**config.mk**
```make
export PLATFORM = sky130hd
export DESIGN_NAME = glitch_report_tx
export DESIGN_NICKNAME = d
export VERILOG_FILES = /design/src/rtl/glitch_pkg.sv /design/src/rtl/uart_tx_byte.sv /design/src/rtl/glitch_report_tx.sv
export SDC_FILE = /design/constraint.sdc
export NUM_CORES = 1
export LEC_CHECK = 0
export BUFFER_PORTS_ARGS = -buffer_cell sky130_fd_sc_hd__buf_4
export CORE_ASPECT_RATIO = 0.5
export CORE_MARGIN = 2
export CORE_UTILIZATION = 55
export DETAILED_ROUTE_END_ITERATION = 10
export PLACE_DENSITY = 0.75
export SLEW_MARGIN = 40
export SYNTH_ARGS = -nofsm -noshare
export SYNTH_HDL_FRONTEND = slang
export SYNTH_SLANG_ARGS = --single-unit
```
**constraint.sdc**
```tcl
create_clock -name clk -period 5.3 [get_ports clk]
set_input_delay 0.53 -clock clk [delete_from_list [all_inputs] [get_ports clk]]
set_output_delay 0.53 -clock clk [all_outputs]
set_load 0.1 [all_outputs]
```
**src/rtl/glitch_pkg.sv**
```systemverilog
// Shared definitions for the glitcher host-report path: frame constants,
// report codes, transmitter state encoding and the frame checksum helper.
package glitch_pkg;

  localparam logic [7:0] SYNC_BYTE_DEFAULT = 8'hA5;
  localparam int         FRAME_BYTES       = 7;

  localparam logic [7:0] RPT_GLITCH_DONE = 8'h01;
  localparam logic [7:0] RPT_TGT_RESET   = 8'h02;
  localparam logic [7:0] RPT_OFFSET      = 8'h10;
  localparam logic [7:0] RPT_DURATION    = 8'h11;
  localparam logic [7:0] RPT_ERROR       = 8'hEE;

  typedef enum logic {
    ST_IDLE,
    ST_SEND
  } tx_state_t;

  // Checksum covers the code and the four payload bytes; sync is excluded and
  // the 8-bit sum simply wraps.
  function automatic logic [7:0] frame_checksum(input logic [7:0]  code,
                                                input logic [31:0] data);
    return code + data[31:24] + data[23:16] + data[15:8] + data[7:0];
  endfunction

endpackage

```
**src/rtl/uart_tx_byte.sv**
```systemverilog
// 8N1 byte serialiser. A start pulse loads a byte and begins its start bit in
// the next cycle; done pulses in the last cycle of the stop bit so the parent
// can chain the next byte with no idle gap.
module uart_tx_byte #(
  parameter int CLKS_PER_BIT = 868
) (
  input  logic       clk,
  input  logic       rst_n,
  input  logic       start,
  input  logic [7:0] data,
  output logic       tx,
  output logic       done
);

  localparam int CNT_W = (CLKS_PER_BIT > 2) ? $clog2(CLKS_PER_BIT) : 1;

  logic [CNT_W-1:0] clk_cnt;
  logic [3:0]       bit_idx;
  logic [7:0]       shreg;
  logic             active;
  logic             tx_q;
  logic             last_clk;

  assign last_clk = (clk_cnt == CNT_W'(CLKS_PER_BIT - 1));
  assign done     = active && last_clk && (bit_idx == 4'd9);
  assign tx       = tx_q;

  // Bit timer and shifter: bit_idx 0 is the start bit, 1..8 data LSB first,
  // 9 the stop bit; ones are shifted in so the stop level falls out naturally.
  always_ff @(posedge clk) begin
    if (!rst_n) begin
      tx_q    <= 1'b1;
      active  <= 1'b0;
      clk_cnt <= '0;
      bit_idx <= '0;
      shreg   <= '0;
    end else if (start) begin
      tx_q    <= 1'b0;
      active  <= 1'b1;
      clk_cnt <= '0;
      bit_idx <= '0;
      shreg   <= data;
    end else if (active) begin
      if (last_clk) begin
        clk_cnt <= '0;
        if (bit_idx == 4'd9) begin
          active  <= 1'b0;
          tx_q    <= 1'b1;
          bit_idx <= '0;
        end else begin
          bit_idx <= bit_idx + 4'd1;
          tx_q    <= shreg[0];
          shreg   <= {1'b1, shreg[7:1]};
        end
      end else begin
        clk_cnt <= clk_cnt + CNT_W'(1);
      end
    end
  end

endmodule

```
**src/rtl/glitch_report_tx.sv**
```systemverilog
// Host-bound report transmitter: accepts one code/payload report per
// handshake, frames it as SYNC, CODE, D3..D0, CHK and sends it 8N1.
module glitch_report_tx
  import glitch_pkg::*;
#(
  parameter int         CLK_HZ    = 100_000_000,
  parameter int         BAUD      = 115200,
  parameter logic [7:0] SYNC_BYTE = SYNC_BYTE_DEFAULT
) (
  input  logic        clk,
  input  logic        rst_n,
  input  logic        req_valid,
  output logic        req_ready,
  input  logic [7:0]  req_code,
  input  logic [31:0] req_data,
  output logic        tx,
  output logic        busy
);

  localparam int CLKS_PER_BIT = CLK_HZ / BAUD;

  generate
    if (CLKS_PER_BIT < 2) begin : g_bad_baud
      $error("glitch_report_tx: CLK_HZ/BAUD must be at least 2");
    end
  endgenerate

  tx_state_t   state, state_nxt;
  logic [2:0]  byte_idx, byte_idx_nxt;
  logic [7:0]  code_q;
  logic [31:0] data_q;
  logic [7:0]  chk_q;
  logic        req_ready_q;
  logic        accept;
  logic        byte_start;
  logic [7:0]  byte_data;
  logic        byte_done;

  assign accept    = req_valid && req_ready_q;
  assign req_ready = req_ready_q;
  assign busy      = (state == ST_SEND);

  // Next-state logic: start the sync byte on accept, chain each following
  // byte on the serialiser's done pulse, and return to idle after the checksum.
  always_comb begin
    state_nxt    = state;
    byte_idx_nxt = byte_idx;
    byte_start   = 1'b0;
    case (state)
      ST_IDLE: begin
        if (accept) begin
          state_nxt    = ST_SEND;
          byte_idx_nxt = 3'd0;
          byte_start   = 1'b1;
        end
      end
      ST_SEND: begin
        if (byte_done) begin
          if (byte_idx == 3'(FRAME_BYTES - 1)) begin
            state_nxt    = ST_IDLE;
            byte_idx_nxt = 3'd0;
          end else begin
            byte_idx_nxt = byte_idx + 3'd1;
            byte_start   = 1'b1;
          end
        end
      end
      default: state_nxt = ST_IDLE;
    endcase
  end

  // Byte mux: selects the frame byte about to be loaded into the serialiser.
  always_comb begin
    byte_data = SYNC_BYTE;
    case (byte_idx_nxt)
      3'd0:    byte_data = SYNC_BYTE;
      3'd1:    byte_data = code_q;
      3'd2:    byte_data = data_q[31:24];
      3'd3:    byte_data = data_q[23:16];
      3'd4:    byte_data = data_q[15:8];
      3'd5:    byte_data = data_q[7:0];
      3'd6:    byte_data = chk_q;
      default: byte_data = SYNC_BYTE;
    endcase
  end

  // State register, handshake ready flag and the report latched at accept.
  always_ff @(posedge clk) begin
    if (!rst_n) begin
      state       <= ST_IDLE;
      byte_idx    <= '0;
      req_ready_q <= 1'b0;
      code_q      <= '0;
      data_q      <= '0;
      chk_q       <= '0;
    end else begin
      state       <= state_nxt;
      byte_idx    <= byte_idx_nxt;
      req_ready_q <= (state_nxt == ST_IDLE);
      if (accept) begin
        code_q <= req_code;
        data_q <= req_data;
        chk_q  <= frame_checksum(req_code, req_data);
      end
    end
  end

  uart_tx_byte #(
    .CLKS_PER_BIT(CLKS_PER_BIT)
  ) u_uart_tx_byte (
    .clk  (clk),
    .rst_n(rst_n),
    .start(byte_start),
    .data (byte_data),
    .tx   (tx),
    .done (byte_done)
  );

endmodule

```
---- Yosys cells after proc, flatten, opt, wreduce, memory -nomap -nowiden ----
Cells that the tools add are included.
storage, ports and cells
  bits in registers ....................... 77
  input port bits ......................... 43
  output and inout bits ................... 3
  word-level logic and storage cells ...... 65
operators by class
  $add $sub $neg .......................... 7
  eq/ne operators ......................... 10
  multiplexer cells ....................... 25
  bitwise operators ....................... 3
  reductions and logical operators ........ 9
operators with widths
  kind                                                 number
  case mux 8 bit (6 select lines)                      1
  adder 8 bit                                          4
  two-way mux 8 bit                                    4
  equality test 3 bit, second input constant           4
  two-way mux 1 bit                                    12
  adder 10 x 1 -> 10 bit, second input constant        1
  equality test 10 bit, second input constant          1
  two-way mux 10 bit                                   1
  two-way mux 3 bit                                    3
  equality test 3 x 2 -> 1 bit, second input constant  2
  case mux 3 bit (2 select lines)                      1
  adder 4 x 1 -> 4 bit, second input constant          1
  equality test 4 bit, second input constant           1
  two-way mux 4 bit                                    1
  case mux 1 bit (2 select lines)                      2
  AND reduction 2 bit                                  2
  nonzero test 2 bit                                   2
  adder 3 x 1 -> 3 bit, second input constant          1
  equality test 3 x 1 -> 1 bit, second input constant  1
  logical AND 1 bit                                    3
  NOT 1 bit                                            3
  AND reduction 3 bit                                  1
  inequality test 2 bit, second input constant         1
  OR reduction 2 bit                                   1

---- Longest topological paths before layout ----
  depth after elaboration ................. 8
  mapped depth ............................ 14
  gate-level depth less buffers ........... 14

---- Cells and area by module ----
A second synthesis with hierarchy kept.
second synthesis, totals
  cell total of the unflattened synthesis .. 550
  area, all modules ....................... 4,540.6 µm²
by module, submodules not included
  module            instances  cells an instance  area an instance (µm²)  seq. area each (µm²)
  glitch_report_tx  1          418                3,443.3                 1,061.0
  uart_tx_byte      1          132                1,097.3                 480.5

---- Worst setup path before layout ----
Ideal clock, no wire load.
  path kind ............................... input to register
  from .................................... in req_code[2]
  to ...................................... reg chk_q[7]
  setup time .............................. 86 ps
  arrival ................................. 3,541 ps
  data required time ...................... 5,214 ps
  slack ................................... 1,674 ps
  stages on the path ...................... 14
  path buffers ............................ 0
  cells stage by stage .................... inv_1 fa_1 inv_1 fa_1 inv_1 fa_1 inv_1 fa_1 a21o_1 a21oi_1 o21bai_1 a21oi_1 xnor2_1 a211oi_1
between the ends
  longest elaborated chain between the ends .. 4
RTL lines
  what                       line                     text
  from (decl)                glitch_report_tx.sv:14   input logic [7:0] req_code,
  adder 8 bit (4 in series)  glitch_pkg.sv:23         return code + data[31:24] + data[23:16] + data[15:8] + data[7:0];
  to (signal assigned)       glitch_report_tx.sv:103  chk_q <= frame_checksum(req_code, req_data);
  to (decl)                  glitch_report_tx.sv:32   logic [7:0] chk_q;
Every way passes these cells.
A chain may end at the register's enable or synchronous reset.

---- Final worst setup path ----
Ends and elaborated chain as after synthesis.

==> impl_metrics.py <==
metrics = {
    "detailed_routing": {
        "drt-total-wl_um": 11800,
        "ant_nets": 0,
        "vias": 4038,
        "via_per_inst": 5.703,
        "drt-initial-drc-count": 357,
        "routedWlPerCell_um": 16.67,
        "drc_errors": 0,
        "drt_pre_antenna_iters": 5,
    },
    "logic_synthesis": {
        "synth_ff_type": "dfxtp_1",
        "synth-edff-count": 0,
        "yosysUniqueCellTypes": 63,
        "yosysSeqAreaShare_pct": 33.89,
        "netlist_area_um2": 4548,
        "syn_area_per_cell_um2": 8.122,
        "syn_inst": 560,
        "ys_async_sr_fraction_pct": 0,
        "synth_seq_cells": 77,
        "yosys_warnings": 0,
        "syn_nets": 632,
    },
    "final_layout": {
        "layout-drive-gt1-share_pct": 13.76,
        "fin_nets": 663,
        "num_antenna_cells": 0,
        "fill_cells": 733,
        "syn2layout_area_growth_pct": 14.91,
    },
    "global_route": {
        "grt_pass1_vias": 3557,
        "grt_usage_pct": 27.14,
        "globalRouteOverflowTotal": 0,
        "grt_antenna_before_repair": 0,
        "grt_pass1_wl_um": 18660,
        "grt_max_degree": 48,
    },
    "critical_path": {
        "reg2reg_depth": 7,
        "end_kind": "register",
        "cp.arrival_ns": 3.83,
        "worstReg2RegStart": "u_uart_tx_byte.clk_cnt[0]$_SDFFE_PP0P_",
        "r2r_end": "u_uart_tx_byte.shreg[3]$_SDFFE_PN0P_",
        "crit_required_ns": 5.56,
        "critPathKind": "primary input to register",
        "rrSetupSlack_ns": 2.40,
        "crit_start": "req_code[2]",
        "worstSetupEndpoint": "chk_q[7]$_SDFFE_PN0P_",
        "start_kind": "primary input",
        "worst-path-max-fanout": 2,
    },
    "clock_network": {
        "clk-insertion-delay-late_ns": 0.34,
        "cts_resized": 0,
        "cts_sinks": 77,
        "htree_num_levels": 3,
        "clockBufferDepth": 2,
        "path_clk_slew_ns": 0.06,
        "hold_buffers": 0,
        "ctsRootBufferMaster": "clkbuf_16",
        "post-cts-setup-buffer-count": 0,
        "cts_buffers": 9,
        "cts_tree": "built",
    },
    "power_and_ir_drop": {
        "power.leakage_nw": 2.100,
        "vdd_ir_drop_max_mv": 0.1935,
        "power.density_nw_per_um2": 314.7,
        "power_mw": 1.645,
    },
    "sta": {
        "fmax_ghz": 0.2801,
        "hold_violations": 0,
        "rsz0062_at_grt": "no",
        "fin_crit_sh_pct": 67.37,
        "drv_slew": 0,
        "period_needed_ns": 3.571,
        "tightest_slew_ns": 0.7939,
        "fin_setup_tns_ns": 0,
        "relSlewSlack_pct": 47.00,
        "finClkSkew_ns": 0.008486,
        "setup_viol": 0,
    },
    "floorplanning": {
        "die_area_um2": 9057,
        "chipHeight_um": 68.30,
        "io_pins": 46,
        "die_w_um": 132.6,
        "floorplan.initialDensity_pct": 56.85,
        "rows": 23,
        "core_um2": 8000,
    },
    "placement": {
        "hpwl_um": 8838,
        "io_buffers": 45,
        "place.gp.congestion": 0.9512,
    },
    "hold_path": {
        "hp-class": "primary input to register",
    },
    "run_status": {
        "outcome": "completed",
    },
    "run": {
        "max_cap_violations": 0,
    },
}
routing by layer:
metal | global-route usage [%] | wire, um | up-vias
met5 | 0 | 0 | -
met4 | 7.258 | 167 | 0
met3 | 6.074 | 796 | 18
met2 | 40.61 | 5034 | 140
met1 | 39.55 | 5801 | 1915
li1 | - | - | 1965
power breakdown:
part           internal (mW)  switching [mW]
Sequential             0.609          0.0253
Clock                  0.378           0.248
Combinational          0.168           0.216
registers in the layout, indices dropped and copies added, names as in the netlist:
signal	count
busy	1
byte_idx	3
chk_q	8
code_q	8
data_q	32
req_ready	1
u_uart_tx_byte.active	1
u_uart_tx_byte.bit_idx	4
u_uart_tx_byte.clk_cnt	10
u_uart_tx_byte.shreg	8
u_uart_tx_byte.tx	1
Yosys cell counts (3+ instances only):
cell	instances	share of area (%)
and2_1	6	0.83
a211oi_1	6	0.99
mux2_2	6	1.5
fa_1	20	8.8
mux2i_1	4	0.88
nand4_1	7	0.96
inv_1	57	4.7
a31oi_1	4	0.55
buf_2	4	0.44
xnor2_1	15	2.9
a21oi_1	71	7.8
o21a_1	3	0.50
buf_1	4	0.33
nand3b_1	8	1.3
xor2_1	7	1.3
nor2_1	28	2.3
clkbuf_1	18	1.5
a222oi_1	3	0.66
nand3_2	3	0.66
ha_1	9	2.5
o21ai_0	15	1.7
o22a_1	3	0.58
nand3_1	10	1.1
a2111oi_0	5	0.96
dfxtp_1	77	34
nor3_1	6	0.66
a221oi_1	4	0.77
nand2_1	104	8.6
nand2b_1	5	0.69
a21o_1	3	0.50
o21ai_1	3	0.33
cell type report:
type	instances	area, um^2	area share (%)
multi-input cells	396	2656	50.83
well taps	112	140.1	2.681
repair buffers	49	367.9	7.039
flip-flops and latches	77	1541	29.49
clock buffers	11	242.7	4.644
clock inverters	5	60.06	1.149
inverters	58	217.7	4.166
worst min path at each step:
| stage | start | end | slack [ns] | cells after the start |
|---|---|---|---|---|
| floorplan | chk_q[5]$_SDFFE_PN0P_ | chk_q[5]$_SDFFE_PN0P_ | 0.43 | 2 |
| global placement | data_q[5]$_SDFFE_PN0P_ | data_q[5]$_SDFFE_PN0P_ | 0.44 | 2 |
| detailed placement | data_q[31]$_SDFFE_PN0P_ | data_q[31]$_SDFFE_PN0P_ | 0.45 | 2 |
| CTS | req_data[29] | data_q[29]$_SDFFE_PN0P_ | 0.44 | 3 |
| global route | req_data[26] | data_q[26]$_SDFFE_PN0P_ | 0.45 | 3 |
| finish | req_data[29] | data_q[29]$_SDFFE_PN0P_ | 0.44 | 3 |
layout by cell type, fill, tap and decap left out, types with 8 or more instances in the layout:
| cell type | synthesis | routed |
|---|---|---|
| nand3b_1 | 8 | 8 |
| a21oi_1 | 71 | 71 |
| buf_4 | 1 | 49 |
| fa_1 | 20 | 20 |
| o21ai_0 | 15 | 15 |
| nand3_1 | 10 | 10 |
| nor2_1 | 28 | 28 |
| ha_1 | 9 | 9 |
| clkbuf_16 | 0 | 9 |
| xnor2_1 | 15 | 15 |
| dfxtp_1 | 77 | 77 |
| nand2_1 | 104 | 104 |
| inv_1 | 57 | 57 |
metrics by stage:
step / cell area [um^2] / setup WS, ns / std cells / utilization [%] / hold slack (ns)
finish: 5226 / 1.729 / 708 / 65.33 / 0.4377
global route: 5226 / 1.502 / 708 / 65.33 / 0.4470
CTS: 5226 / 1.744 / 708 / 65.33 / 0.4399
detailed placement: 4923 / 1.420 / 692 / 61.54 / 0.4477
global placement: 4923 / 1.470 / 692 / 61.54 / 0.4436
floorplan: 4548 / 1.674 / 560 / - / 0.4284
cell families after synthesis:
| kind of cell | synth area share, % |
|---|---|
| AO/OA/AOI/OAI | 19.20 |
| multiplexers | 2.861 |
| buffers and inverters | 7.703 |
| adder cells (fa/ha/maj) | 11.28 |
| flip-flops | 33.89 |
| XOR/XNOR | 4.237 |
| AND/OR/NAND/NOR | 20.83 |
worst max-delay path, stage by stage:
cell	delay [ns]
buf_4	0.09
inv_1	0.05
fa_1	0.53
inv_1	0.05
fa_1	0.51
inv_1	0.07
fa_1	0.50
inv_1	0.07
fa_1	0.45
a21o_1	0.17
a21oi_1	0.21
o21bai_1	0.09
a21oi_1	0.18
xnor2_1	0.10
a211oi_1	0.23
(Power assumes the default switching activity.)
